$ cat config.mk
export PLATFORM = sky130hd
export DESIGN_NAME = bin2bcd_seg_seq_flat
export DESIGN_NICKNAME = d
export VERILOG_FILES = /design/src/rtl/bin2bcd_seg_seq_pkg.sv /design/src/rtl/bin2bcd_seg_seq_if.sv /design/src/rtl/bin2bcd_seg_seq_seg7_decode.sv /design/src/rtl/bin2bcd_seg_seq.sv /design/src/flat_wrapper.sv
export SDC_FILE = /design/constraint.sdc
export NUM_CORES = 1
export LEC_CHECK = 0
export ABC_CLOCK_PERIOD_IN_PS = 1610
export CAP_MARGIN = 15
export CORE_ASPECT_RATIO = 1.75
export CORE_UTILIZATION = 40
export CTS_BUF_LIST = sky130_fd_sc_hd__clkbuf_16
export DETAILED_ROUTE_END_ITERATION = 12
export GPL_TIMING_DRIVEN = 1
export PLACE_DENSITY = 0.61
export SYNTH_ARGS = -nofsm -noshare
export SYNTH_HDL_FRONTEND = slang
export SYNTH_SLANG_ARGS = --single-unit
$ cat constraint.sdc
create_clock -name clock -period 1.61 [get_ports clock]
set_input_delay 0.161 -clock clock [delete_from_list [all_inputs] [get_ports clock]]
set_output_delay 0.161 -clock clock [all_outputs]
set_load 0.01 [all_outputs]
$ cat src/rtl/bin2bcd_seg_seq_pkg.sv
// Shared constants for the sequential BCD converter and its seven-segment decoders.
// Latency: n/a (constants, types and constant functions only).
// Backpressure: n/a.
// Contents: active-low segment codes for 0-9, SEG_BLANK, FSM state encoding,
//           pow10() for the overflow limit, acc_digits() for accumulator headroom.
package bin2bcd_seg_seq_pkg;

    // Active-low segments, bit order {dp,g,f,e,d,c,b,a}; dp always off.
    localparam logic [7:0] SEG_0     = 8'hC0;
    localparam logic [7:0] SEG_1     = 8'hF9;
    localparam logic [7:0] SEG_2     = 8'hA4;
    localparam logic [7:0] SEG_3     = 8'hB0;
    localparam logic [7:0] SEG_4     = 8'h99;
    localparam logic [7:0] SEG_5     = 8'h92;
    localparam logic [7:0] SEG_6     = 8'h82;
    localparam logic [7:0] SEG_7     = 8'hF8;
    localparam logic [7:0] SEG_8     = 8'h80;
    localparam logic [7:0] SEG_9     = 8'h90;
    localparam logic [7:0] SEG_BLANK = 8'hFF;

    typedef enum logic [1:0] {
        ST_IDLE  = 2'd0,
        ST_SHIFT = 2'd1,
        ST_LOAD  = 2'd2
    } state_t;

    function automatic logic [63:0] pow10(input int n);
        logic [63:0] r;
        r = 64'd1;
        for (int i = 0; i < n; i++) begin
            r = r * 64'd10;
        end
        return r;
    endfunction

    // Every decimal digit covers at least 3 binary bits (8 < 10), so
    // ceil(BIN_W/3) digits always hold the full conversion.
    function automatic int acc_digits(input int bin_w, input int digits);
        int need;
        need = (bin_w + 2) / 3;
        return (need > digits) ? need : digits;
    endfunction

endpackage

$ cat src/rtl/bin2bcd_seg_seq_if.sv
// Request/result bundle between a value source and the BCD display converter.
// Latency: n/a (wiring only).
// Backpressure: none; start is simply ignored while busy is high.
// Signals: start/bin_in (request), busy/done/ovf/bcd_out/hex_out (status and results).
interface bin2bcd_seg_seq_if #(
    parameter int BIN_W  = 10,
    parameter int DIGITS = 3
);
    logic                  start;
    logic [BIN_W-1:0]      bin_in;
    logic                  busy;
    logic                  done;
    logic                  ovf;
    logic [4*DIGITS-1:0]   bcd_out;
    logic [8*DIGITS-1:0]   hex_out;

    modport master (
        output start, bin_in,
        input  busy, done, ovf, bcd_out, hex_out
    );

    modport slave (
        input  start, bin_in,
        output busy, done, ovf, bcd_out, hex_out
    );
endinterface

$ cat src/rtl/bin2bcd_seg_seq_seg7_decode.sv
// One BCD digit to active-low seven-segment pattern, with forced blank.
// Latency: combinational.
// Backpressure: none.
// Ports: digit (4-bit BCD), blank (show nothing), seg ({dp,g,f,e,d,c,b,a}, active low).
module seg7_decode
    import bin2bcd_seg_seq_pkg::*;
(
    input  logic [3:0] digit,
    input  logic       blank,
    output logic [7:0] seg
);
    always_comb begin
        seg = SEG_BLANK;
        if (!blank) begin
            case (digit)
                4'd0:    seg = SEG_0;
                4'd1:    seg = SEG_1;
                4'd2:    seg = SEG_2;
                4'd3:    seg = SEG_3;
                4'd4:    seg = SEG_4;
                4'd5:    seg = SEG_5;
                4'd6:    seg = SEG_6;
                4'd7:    seg = SEG_7;
                4'd8:    seg = SEG_8;
                4'd9:    seg = SEG_9;
                default: seg = SEG_BLANK;
            endcase
        end
    end
endmodule

$ cat src/rtl/bin2bcd_seg_seq.sv
// Iterative double-dabble binary-to-BCD converter with registered seven-segment outputs.
// Latency: done pulses BIN_W+1 clocks after the accepted start edge; BIN_W+2 cycles per conversion.
// Backpressure: start is sampled only in IDLE; requests while busy are dropped, never queued.
// Ports: clock, reset_n (async active-low), bus (slave: start/bin_in in; busy/done/ovf/bcd_out/hex_out out).
// Build option: define BCD_BLANK_EN for leading-zero blanking of displays above digit 0.
module bin2bcd_seg_seq
    import bin2bcd_seg_seq_pkg::*;
#(
    parameter int BIN_W  = 10,
    parameter int DIGITS = 3
) (
    input  logic              clock,
    input  logic              reset_n,
    bin2bcd_seg_seq_if.slave  bus
);
    localparam int          ACC_D = acc_digits(BIN_W, DIGITS);
    localparam int          ACC_W = 4 * ACC_D;
    localparam int          OUT_W = 4 * DIGITS;
    localparam int          HEX_W = 8 * DIGITS;
    localparam int          CNT_W = $clog2(BIN_W + 1);
    localparam logic [63:0] LIMIT = pow10(DIGITS) - 64'd1;

    state_t             state_q, state_d;
    logic [BIN_W-1:0]   sr_q;
    logic [ACC_W-1:0]   acc_q, acc_adj;
    logic [CNT_W-1:0]   cnt_q;
    logic               ovfp_q;
    logic [OUT_W-1:0]   bcd_q, bcd_ld;
    logic [HEX_W-1:0]   hex_q, hex_ld;
    logic               ovf_q, done_q;
    logic [DIGITS-1:0]  blank;

    always_comb begin
        state_d = state_q;
        case (state_q)
            ST_IDLE:  if (bus.start) state_d = ST_SHIFT;
            ST_SHIFT: if (cnt_q == CNT_W'(1)) state_d = ST_LOAD;
            ST_LOAD:  state_d = ST_IDLE;
            default:  state_d = ST_IDLE;
        endcase
    end

    always_ff @(posedge clock or negedge reset_n) begin
        if (!reset_n) state_q <= ST_IDLE;
        else          state_q <= state_d;
    end

    // Add-3 correction on every digit before it is doubled by the shift.
    always_comb begin
        acc_adj = acc_q;
        for (int d = 0; d < ACC_D; d++) begin
            if (acc_q[4*d +: 4] >= 4'd5) acc_adj[4*d +: 4] = acc_q[4*d +: 4] + 4'd3;
        end
    end

    assign bcd_ld = ovfp_q ? {DIGITS{4'h9}} : acc_q[OUT_W-1:0];

`ifdef BCD_BLANK_EN
    // Blank a display when it and every display above it hold zero; never on overflow.
    logic zero_hi;
    always_comb begin
        blank   = '0;
        zero_hi = !ovfp_q;
        for (int i = DIGITS - 1; i >= 1; i--) begin
            zero_hi  = zero_hi && (bcd_ld[4*i +: 4] == 4'd0);
            blank[i] = zero_hi;
        end
    end
`else
    assign blank = '0;
`endif

    for (genvar g = 0; g < DIGITS; g++) begin : g_seg
        seg7_decode u_seg (
            .digit (bcd_ld[4*g +: 4]),
            .blank (blank[g]),
            .seg   (hex_ld[8*g +: 8])
        );
    end

    always_ff @(posedge clock or negedge reset_n) begin
        if (!reset_n) begin
            sr_q   <= '0;
            acc_q  <= '0;
            cnt_q  <= '0;
            ovfp_q <= 1'b0;
            bcd_q  <= '0;
            hex_q  <= {DIGITS{SEG_0}};
            ovf_q  <= 1'b0;
            done_q <= 1'b0;
        end else begin
            done_q <= 1'b0;
            case (state_q)
                ST_IDLE: begin
                    if (bus.start) begin
                        sr_q   <= bus.bin_in;
                        acc_q  <= '0;
                        cnt_q  <= CNT_W'(BIN_W);
                        ovfp_q <= (64'(bus.bin_in) > LIMIT);
                    end
                end
                ST_SHIFT: begin
                    // {acc,sr} shifts left as one register; the top bit of acc falls off.
                    acc_q <= (acc_adj << 1) | ACC_W'(sr_q[BIN_W-1]);
                    sr_q  <= sr_q << 1;
                    cnt_q <= cnt_q - CNT_W'(1);
                end
                ST_LOAD: begin
                    bcd_q  <= bcd_ld;
                    hex_q  <= hex_ld;
                    ovf_q  <= ovfp_q;
                    done_q <= 1'b1;
                end
                default: ;
            endcase
        end
    end

    assign bus.busy    = (state_q != ST_IDLE);
    assign bus.done    = done_q;
    assign bus.ovf     = ovf_q;
    assign bus.bcd_out = bcd_q;
    assign bus.hex_out = hex_q;

endmodule

$ cat src/flat_wrapper.sv
// flat-port wrapper written by rule: the top's interface ports become plain ports
module bin2bcd_seg_seq_flat import bin2bcd_seg_seq_pkg::*;
#(
    parameter int BIN_W  = 10,
    parameter int DIGITS = 3
)
  (clock, reset_n, bus_start, bus_bin_in, bus_busy, bus_done, bus_ovf, bus_bcd_out, bus_hex_out);
  bin2bcd_seg_seq_if #(.BIN_W(BIN_W), .DIGITS(DIGITS)) bus_i ();
  input  logic clock;
  input  logic reset_n;
  input wire logic [$bits(bus_i.start)-1:0] bus_start;
  input wire logic [$bits(bus_i.bin_in)-1:0] bus_bin_in;
  output wire logic [$bits(bus_i.busy)-1:0] bus_busy;
  output wire logic [$bits(bus_i.done)-1:0] bus_done;
  output wire logic [$bits(bus_i.ovf)-1:0] bus_ovf;
  output wire logic [$bits(bus_i.bcd_out)-1:0] bus_bcd_out;
  output wire logic [$bits(bus_i.hex_out)-1:0] bus_hex_out;
  assign bus_i.start = bus_start;
  assign bus_i.bin_in = bus_bin_in;
  assign bus_busy = bus_i.busy;
  assign bus_done = bus_i.done;
  assign bus_ovf = bus_i.ovf;
  assign bus_bcd_out = bus_i.bcd_out;
  assign bus_hex_out = bus_i.hex_out;
  bin2bcd_seg_seq #(.BIN_W(BIN_W), .DIGITS(DIGITS)) u_core (.clock(clock), .reset_n(reset_n), .bus(bus_i));
endmodule
**After elaboration in Yosys (flattened, before gate mapping)**

Memory sizes are Yosys's and may differ from the RTL's. A register that Yosys moved wholly into a read port is not among the register bits.
Index checks and enable logic that the tools add are counted.

- Multiplexer cells: 15
- Equal/unequal tests: 5
- $add $sub $neg: 5
- Reduce and logical (&&, ||, !) cells: 9
- Bitwise logic cells: 1
- Order comparisons: 5

Operators by type and width:

| kind | count |
|---|---|
| $pmux 16 s2 | 1 |
| $pmux 10 s2 | 1 |
| $ge 4x3->1 const B | 4 |
| $mux 16 | 1 |
| $mux 4 | 4 |
| $or 16x1->16 | 1 |
| $add 4x2->4 const B | 3 |
| $mux 12 | 1 |
| $gt 10x10->1 const B | 1 |
| $mux 10 | 1 |
| $pmux 4 s2 | 1 |
| $reduce_and 2->1 | 3 |
| $eq 4x1->1 const B | 1 |
| $mux 2 | 2 |
| $pmux 2 s2 | 1 |
| $reduce_bool 2->1 | 2 |
| $sub 4x1->4 const B | 1 |
| $add 3x2->3 const B | 1 |
| $logic_not 1->1 | 3 |
| $mux 3 | 1 |
| $eq 2x1->1 const B | 1 |
| $eq 2x2->1 const B | 1 |
| $logic_not 2->1 | 1 |
| $ne 2x1->1 const B | 1 |
| other kinds (2) | 2 |

- Flip-flop bits (word level): 71
- Memories kept: 3
- Output and inout bits: 39
- ROM bits: 336
- Word-level logic and storage cells: 52

Memory list:

| memory | depth | width | read ports | clocked after memory_dff | wr ports | RTL line | text |
|---|---|---|---|---|---|---|---|
| (name not given) | 16 | 7 | 1 | 1 | 0 | bin2bcd_seg_seq_seg7_decode.sv:15 | `case (digit)` |
| (name not given) | 16 | 7 | 1 | 1 | 0 | bin2bcd_seg_seq_seg7_decode.sv:15 |  |
| (name not given) | 16 | 7 | 1 | 1 | 0 | bin2bcd_seg_seq_seg7_decode.sv:15 |  |

**Longest topological paths before layout**

- Depth in word-level cells: 4
- Mapped depth: 8

**Cells and area by module**

Synthesis repeated with hierarchy kept, for this count alone.

- Cells, all modules: 412
- Area total of the unflattened synthesis: 3686.0 sq um

By module, submodules not included:

| module | cells each | seq. area each (sq um) | area each (sq um) | times used |
|---|---|---|---|---|
| bin2bcd_seg_seq | 307 | 1684.1 | 2946.6 | 1 |
| seg7_decode | 35 | 0.0 | 246.5 | 3 |

**Worst setup path after synthesis**

No wires, ideal clock.

- Path type: register to register
- Start: reg u_core.ovfp_q
- End: reg u_core.hex_q[4], in the netlist u_core.bus.hex_out[4]
- Setup time: 133 ps
- Period minus slack after synthesis: 1740 ps
- Arrival: 1607 ps
- Slack: -130 ps
- Buffers on the path: 2
- Stages on the path, launching flop included: 8
- Cells stage by stage: dfrtp_1 -> buf_2 -> buf_2 -> nor2_1 -> ha_1 -> nor2b_1 -> a2111oi_0 -> o31ai_1

- Longest elaborated chain between the ends: 1

RTL lines:

| item | RTL line | text |
|---|---|---|
| from (decl) | bin2bcd_seg_seq.sv:27 | `logic ovfp_q;` |
| from (signal assigned) | bin2bcd_seg_seq.sv:99 | `ovfp_q <= (64'(bus.bin_in) > LIMIT);` |
| $mux 12 | bin2bcd_seg_seq.sv:56 | `assign bcd_ld = ovfp_q ? {DIGITS{4'h9}} : acc_q[OUT_W-1:0];` |
| to (decl) | bin2bcd_seg_seq.sv:29 | `logic [HEX_W-1:0] hex_q, hex_ld;` |

Every way passes these cells.
A chain may end at the register's enable or synchronous reset.

**Worst setup path after layout**

- Start: reg u_core.ovfp_q
- End: reg u_core.hex_q[9], in the netlist u_core.bus.hex_out[9]

Same word-level chain as after synthesis.

==> reports/summary.txt <==
========================================================================================
Number of nets with antenna violations after routing ......................            0
Post-route DRC ............................................................            0
Pin count of the biggest net entering global routing ......................           65
Kind of cell adding the most delay to the critical path ...................   flip-flops
Synth top area share ......................................................        0.446
Worst IR drop on VDD ......................................................       848 uV
CP peak stage delay .......................................................       420 ps
CTS Root Cell .............................................................    clkbuf_16
Die height ................................................................       124 um
Starting utilization of the core area .....................................        0.412
Total half-perimeter wirelength after legalization and detailed placement .      5120 um
Register bit total from synthesis .........................................           64
Clock network latency to the later pin of the worst-skew pair .............       320 ps
Highest attainable clock frequency ........................................      639 MHz
Highest Signal Layer ......................................................         met4
Critical Path Sink Type ...................................................     register
Max Cap Violations ........................................................            0
Number of clock buffers inserted by TritonCTS .............................            9
Clk slew on worst S/H paths ...............................................        50 ps
Setup Crit Path Kind ......................................................   reg -> reg
Synth async-reset ratio ...................................................         1.00
Largest area contributor in the synthesized netlist .......................      dfrtp_1
Wirelength per Cell .......................................................      12.9 um
Fraction of the yosys area taken by sequential cells ......................        0.469
Synth top cells by count .................................................. 61 x dfrtp_1, 46 x nand2_1, 35 x nor2_1, 29 x o21ai_0, 23 x ha_1
Tcrit/Tclk final ..........................................................        0.972
Number of detailed-routing iterations run before antenna repair ...........            4
Met3 WL ...................................................................       189 um
Worst Clk Skew ............................................................      4.61 ps
Worst path buffer plus inverter count .....................................            2
Status .................................................................... complete, no violations
H-tree lvl count ..........................................................            3
Max Root-Sink Buffers .....................................................            2
Final-layout setup total negative slack ...................................         0 ps
RSZ-0062 raised after global routing ......................................         true
Crit path DAT .............................................................      1770 ps
Final cell count without fillers ..........................................          554
Max Slew Vio Count ........................................................            0
Gpl congestion ............................................................        0.813
Final-report hold violation count .........................................            0
Floorplan die area ........................................................   8950 sq um
Cell count after placement ................................................          535
Crit path required time ...................................................      1820 ps
Count of flip-flops with a built-in enable after synthesis ................            0
Gate count after technology mapping .......................................          365
Most frequently used cell type in the post-synthesis netlist ..............      dfrtp_1
Top_reg_cell synth ........................................................      dfrtp_1
Period minus WS final .....................................................      1560 ps
Crit path cell chain ...................................................... buf_12, nand2b_4, buf_4, ha_1, and3_1, o22a_1
Worst-path maximum fanout .................................................            7
Post-synthesis to final-layout area growth ................................        32.2%
Average cell area after synthesis .........................................   9.38 sq um
Critical-path cell with the highest stage delay ...........................      dfrtp_2
Final instance area .......................................................   4530 sq um
Number of global-route vias before repair .................................         2843
Fill cell instance count of the final layout ..............................          785
Number of I/O port buffers ................................................           48
Pleak .....................................................................      2.04 nW
Number of setup violations in the final report ............................            0
TritonCTS sink count ......................................................           64
Leading cell types by total area after synthesis .......................... dfrtp_1 45%, ha_1 8.4%, nand2_1 5.0%
Total routing usage reported by global routing ............................        0.176
Final Routed Wirelength ...................................................      7150 um
Iter 0 DRT Violations .....................................................          122
Wire length on met2 .......................................................      3770 um
Final net count ...........................................................          471
Total via count after detailed routing ....................................         2797
Storage cell area .........................................................   1610 sq um
Gr ovfl total .............................................................            0
Power per cell area ....................................................... 1820 nW/um^2
TritonCTS clock tree ......................................................        built
Area used by multi-input combinational logic ..............................   1680 sq um
Floorplan die width .......................................................      71.9 um
Io pins ...................................................................           52
Number of antenna repair diodes ...........................................            0
Path class of the lowest-slack min-delay path .............................  in -> async
Synth warnings ............................................................            0
Vias per cell .............................................................         5.05
Global-route wire length before repair ....................................     12700 um
Placed inst area ..........................................................   4180 sq um
Post-layout utilization of the core .......................................        0.545
Met1 Routed Length ........................................................      3090 um
Antenna violations before repair ..........................................            0
Number of rows in the core area ...........................................           44
Netlist area before placement .............................................   3420 sq um
Fraction of layout instances using a drive strength above 1 ...............        0.150
Post-synthesis cell type count ............................................           41
Placeable core region .....................................................   8310 sq um
Crit path launch type .....................................................     register
========================================================================================
-- path summary, 6_finish.rpt --
kind | from | to | slack [ps] | cells past startpoint
setup / recovery | u_core.ovfp_q$_DFFE_PN0P_ | u_core.bus.hex_out[9]$_DFFE_PN0P_ | 50 | 6
hold / removal | reset_n | u_core.bus.hex_out[21]$_DFFE_PN0P_ | 390 | 3
setup reg to reg | u_core.ovfp_q$_DFFE_PN0P_ | u_core.bus.hex_out[9]$_DFFE_PN0P_ | 50 | 6
hold reg to reg | u_core.bus.bcd_out[0]$_DFFE_PN0P_ | u_core.bus.bcd_out[0]$_DFFE_PN0P_ | 470 | 2
max in group asynchronous | reset_n | u_core.bus.hex_out[14]$_DFFE_PN1P_ | 910 | 3
min in group clock | bus_bin_in[2] | u_core.sr_q[2]$_DFFE_PN0P_ | 400 | 3
-- what timing repair did --
| action | CTS | global route |
|---|---|---|
| endpoints found under the hold margin | 61 | 0 |
| gates resized for setup | 8 | 13 |
| hold buffers | 1 | 0 |
| gates cloned | 0 | 1 |
| endpoints found under the setup margin | 5 | 15 |
| pin swaps | 0 | 4 |
| setup buffers | 0 | 2 |
-- through the flow --
stage / hold slack [ps] / total power, mW / setup WS [ps]
6_report: 387 / 8.25 / 45.8
5_1_grt: 415 / 8.98 / -12.7
4_1_cts: 385 / 8.24 / 25.3
3_5_place_dp: 201 / 6.50 / -31.3
3_3_place_gp: 204 / 6.43 / 15.1
2_1_floorplan: -135 / 5.00 / -13.3
-- layout make-up --
| cell class | count | share of cell area |
|---|---|---|
| Clock buffer | 9 | 0.0498 |
| Clock inverter | 6 | 0.00608 |
| Inverter | 21 | 0.0177 |
| Multi-Input combinational cell | 259 | 0.370 |
| Sequential cell | 64 | 0.356 |
| Tap cell | 115 | 0.0318 |
| Timing Repair Buffer | 80 | 0.169 |
-- worst register-to-register path, cell delays in order (launching register included) --
cell,delay [ps]
dfrtp_2,420
buf_12,150
nand2b_4,140
buf_4,140
ha_1,280
and3_1,170
o22a_1,150
-- routing by layer --
layer	global-route usage	up-vias
li1	-	1393
met1	0.209	1343
met2	0.307	55
met3	0.0372	6
met4	0.0623	0
met5	0	-
-- report_power, final --
part / internal (mW) / leakage (nW) / switching, mW / total [mW]
clock network: 1.01 / 0.130 / 0.631 / 1.64
logic: 1.97 / 1.10 / 1.84 / 3.82
registers: 2.26 / 0.814 / 0.531 / 2.79
total: 5.24 / 2.04 / 3.00 / 8.25
-- layout by cell type (no fill, tap or decap), drive strengths merged, types with 7 or more instances in the layout --
cell type / n
dfrtp: 61
nand2: 46
clkdlybuf4s50: 46
nor2: 35
buf: 31
o21ai: 29
ha: 23
inv: 20
nor2b: 15
a21oi: 13
o31ai: 11
nand2b: 11
a31oi: 10
clkbuf: 10
o21a: 9
and3: 8
clkinv: 7
-- logic make-up after synthesis --
kind of cell             count (synthesis)  synth area share
flip-flops                              64             0.469
AND/OR/NAND/NOR                        128             0.177
buffers and inverters                   44            0.0603
adder cells (fa/ha/maj)                 23            0.0841
other                                    1           0.00110
XOR/XNOR                                 3           0.00768
AO/OA/AOI/OAI                          102             0.201
-- flip-flops by register name, indices dropped and copies added (netlist names) --
name and cells:
u_core.bus.hex_out 21, u_core.bus.ovf 1, u_core.state_q 2, u_core.cnt_q 4, u_core.sr_q 10, u_core.bus.bcd_out 12
u_core.acc_q 12, u_core.bus.done 1, u_core.ovfp_q 1
(Power assumes the default switching activity.)
==> edit (same flow settings) <==
`DIGITS` is set to 3 in 3 places; all go to 2.
--- a/src/rtl/bin2bcd_seg_seq_if.sv
+++ b/src/rtl/bin2bcd_seg_seq_if.sv
@@ -5,5 +5,5 @@
 interface bin2bcd_seg_seq_if #(
     parameter int BIN_W  = 10,
-    parameter int DIGITS = 3
+    parameter int DIGITS = 2
 );
     logic                  start;
--- a/src/rtl/bin2bcd_seg_seq.sv
+++ b/src/rtl/bin2bcd_seg_seq.sv
@@ -8,5 +8,5 @@
 #(
     parameter int BIN_W  = 10,
-    parameter int DIGITS = 3
+    parameter int DIGITS = 2
 ) (
     input  logic              clock,
--- a/src/flat_wrapper.sv
+++ b/src/flat_wrapper.sv
@@ -3,5 +3,5 @@
 #(
     parameter int BIN_W  = 10,
-    parameter int DIGITS = 3
+    parameter int DIGITS = 2
 )
   (clock, reset_n, bus_start, bus_bin_in, bus_busy, bus_done, bus_ovf, bus_bcd_out, bus_hex_out);
Interface: changed (resized bus_bcd_out and bus_hex_out); port bits go from 52 to 40. The function was not compared with the original's and may differ.
==> edit against the original RTL <==
Worst setup slack improved by 0.023 ns; highest routed layer unchanged; critical path depth unchanged; largest power group unchanged; wire length decreased by 30%; sequential cell count decreased by 15; area after synthesis shrank 28%; synthesized cell count shrank 28%; cell area decreased by 28%; power fell by 27%; critical path type unchanged.
==> edit: results (changes against the original RTL) <==
[status]
outcome = completed

[yosys]
synth_adder_area_share_pct = 8.13  ; -0.28 points
top_cell_types_by_occurrence_after_synthesis = sky130_fd_sc_hd__dfrtp_1 (47), sky130_fd_sc_hd__nand2_1 (39), sky130_fd_sc_hd__nor2_1 (29)
syn-instance-count = 264  ; -28%
synth.yosys.seq_area_share_pct = 49.9  ; +3.0 points
yosysUniqueCellTypes = 38  ; -7.3%
ys_top_cells_by_area = sky130_fd_sc_hd__dfrtp_1 (48%), sky130_fd_sc_hd__ha_1 (8.1%), sky130_fd_sc_hd__nand2_1 (5.9%), sky130_fd_sc_hd__o21ai_0 (4.9%), sky130_fd_sc_hd__nor2_1 (4.4%)
synth-compound-area-share_pct = 16.4  ; -3.8 points
synth.area.mux_share_pct = 0.915  ; +0.91 points
synth_xor_area_share_pct = 1.07  ; +0.30 points
synth-async-reset-ratio_pct = 100  ; unchanged

[global_routing]
grt_util_met2_pct = 30.9  ; +0.21 points
grt_use_met1_pct = 21.9  ; +0.97 points
vias_in_the_first_global_route = 1965  ; -31%
grt_first_pass_wirelength_um = 8890  ; -30%
grt_use_met3_pct = 2.94  ; -0.78 points

[worst_setup_path]
max_stage_delay_ns = 0.44  ; +0.02 ns
reg2reg_from = u_core.acc_q[4]
worstReg2RegEnd = u_core.acc_q[6]
worst-path-max-fanout = 5  ; -2
critical_path.slowest_cell = sky130_fd_sc_hd__dfrtp_1

[layout]
clockBufferCount = 5  ; -4
layout-drive-gt1-share_pct = 14.2  ; -0.79 points
largest_register_ffs = 14  ; -33%
area_taken_by_multi_input_logic_gates_um2 = 1150  ; -31%
finish.net_count = 351  ; -25%
n_multi_input_combinational_cell = 190  ; -27%
non_clock_inverter_count_in_the_final_layout = 12  ; -43%
clock_cell_area_share_pct = 4.21  ; -1.4 points
seq_area_um2 = 1230  ; -24%
n_fill_cell = 588  ; -25%
nonClockBufferCount = 64  ; -20%
layout.nonclk_buf_share_pct = 17.9  ; +1.1 points

[clock_network]
clock_sinks = 49  ; -23%
worst_skew_late_latency_ns = 0.28  ; -0.04 ns

[floorplan]
die_area_um2 = 6490  ; -28%

[placement]
detailed_place_hpwl_um = 3620  ; -29%
place_worst_setup_slack_ns = -0.0196  ; +0.0117 ns
port_buffers = 37  ; -23%
finalWeightedCongestion = 0.729  ; -10%
place.detailed.instances = 389  ; -27%
detailed_place.area_um2 = 3050  ; -27%

[drt]
dr_wl_met3_um = 112  ; -41%
vias_per_cell = 4.99  ; -1.1%
routed_wl_um = 5020  ; -30%
drt_iter0_drc = 62  ; -49%
wl_per_cell_um = 12.5  ; -3.1%
dr_wl_met2_um = 2690  ; -29%
met1_length_um = 2140  ; -31%

[sta]
holdWs_ns = 0.378  ; -0.00832 ns
layout_setup_ws_ns = 0.0689  ; +0.0231 ns
timing.clock.skew_ns = 0.00250  ; -0.00211 ns

[power_and_ir_drop]
power.leakage_nw = 1.51  ; -26%
power.density_cell_area_nw_per_um2 = 1860  ; +2.0%
worst_vdd_drop_v = 0.00100  ; +18%

[edit: cell types whose count changed after synthesis, sizes merged, moves of 9 or more]
cell	change
dfrtp	-14
inv	-9
a22oi	+9
nor2b	-11
o21a	-9
[edit: power breakdown]
group | internal, mW | switching, mW | leakage (nW)
registers | 1.79 | 0.417 | 0.610
clock network | 0.559 | 0.428 | 0.0776
logic | 1.47 | 1.36 | 0.818
[edit: worst reg2reg max path: stages (launching register included)]
cell                       delay (ns)
sky130_fd_sc_hd__dfrtp_1         0.44
sky130_fd_sc_hd__inv_1           0.11
sky130_fd_sc_hd__ha_1            0.19
sky130_fd_sc_hd__nand2b_1        0.09
sky130_fd_sc_hd__a21oi_2         0.19
sky130_fd_sc_hd__mux2_2          0.35
sky130_fd_sc_hd__o21ai_1         0.11
[edit: what timing repair did]
action / CTS / global route
endpoints found under the setup margin: 3 / 14
resized for setup: 3 / 7
hold endpoints to repair: 47 / 0
buffers inserted: 2 / 1
pin swaps: 0 / 1
hold buffers: 1 / 0
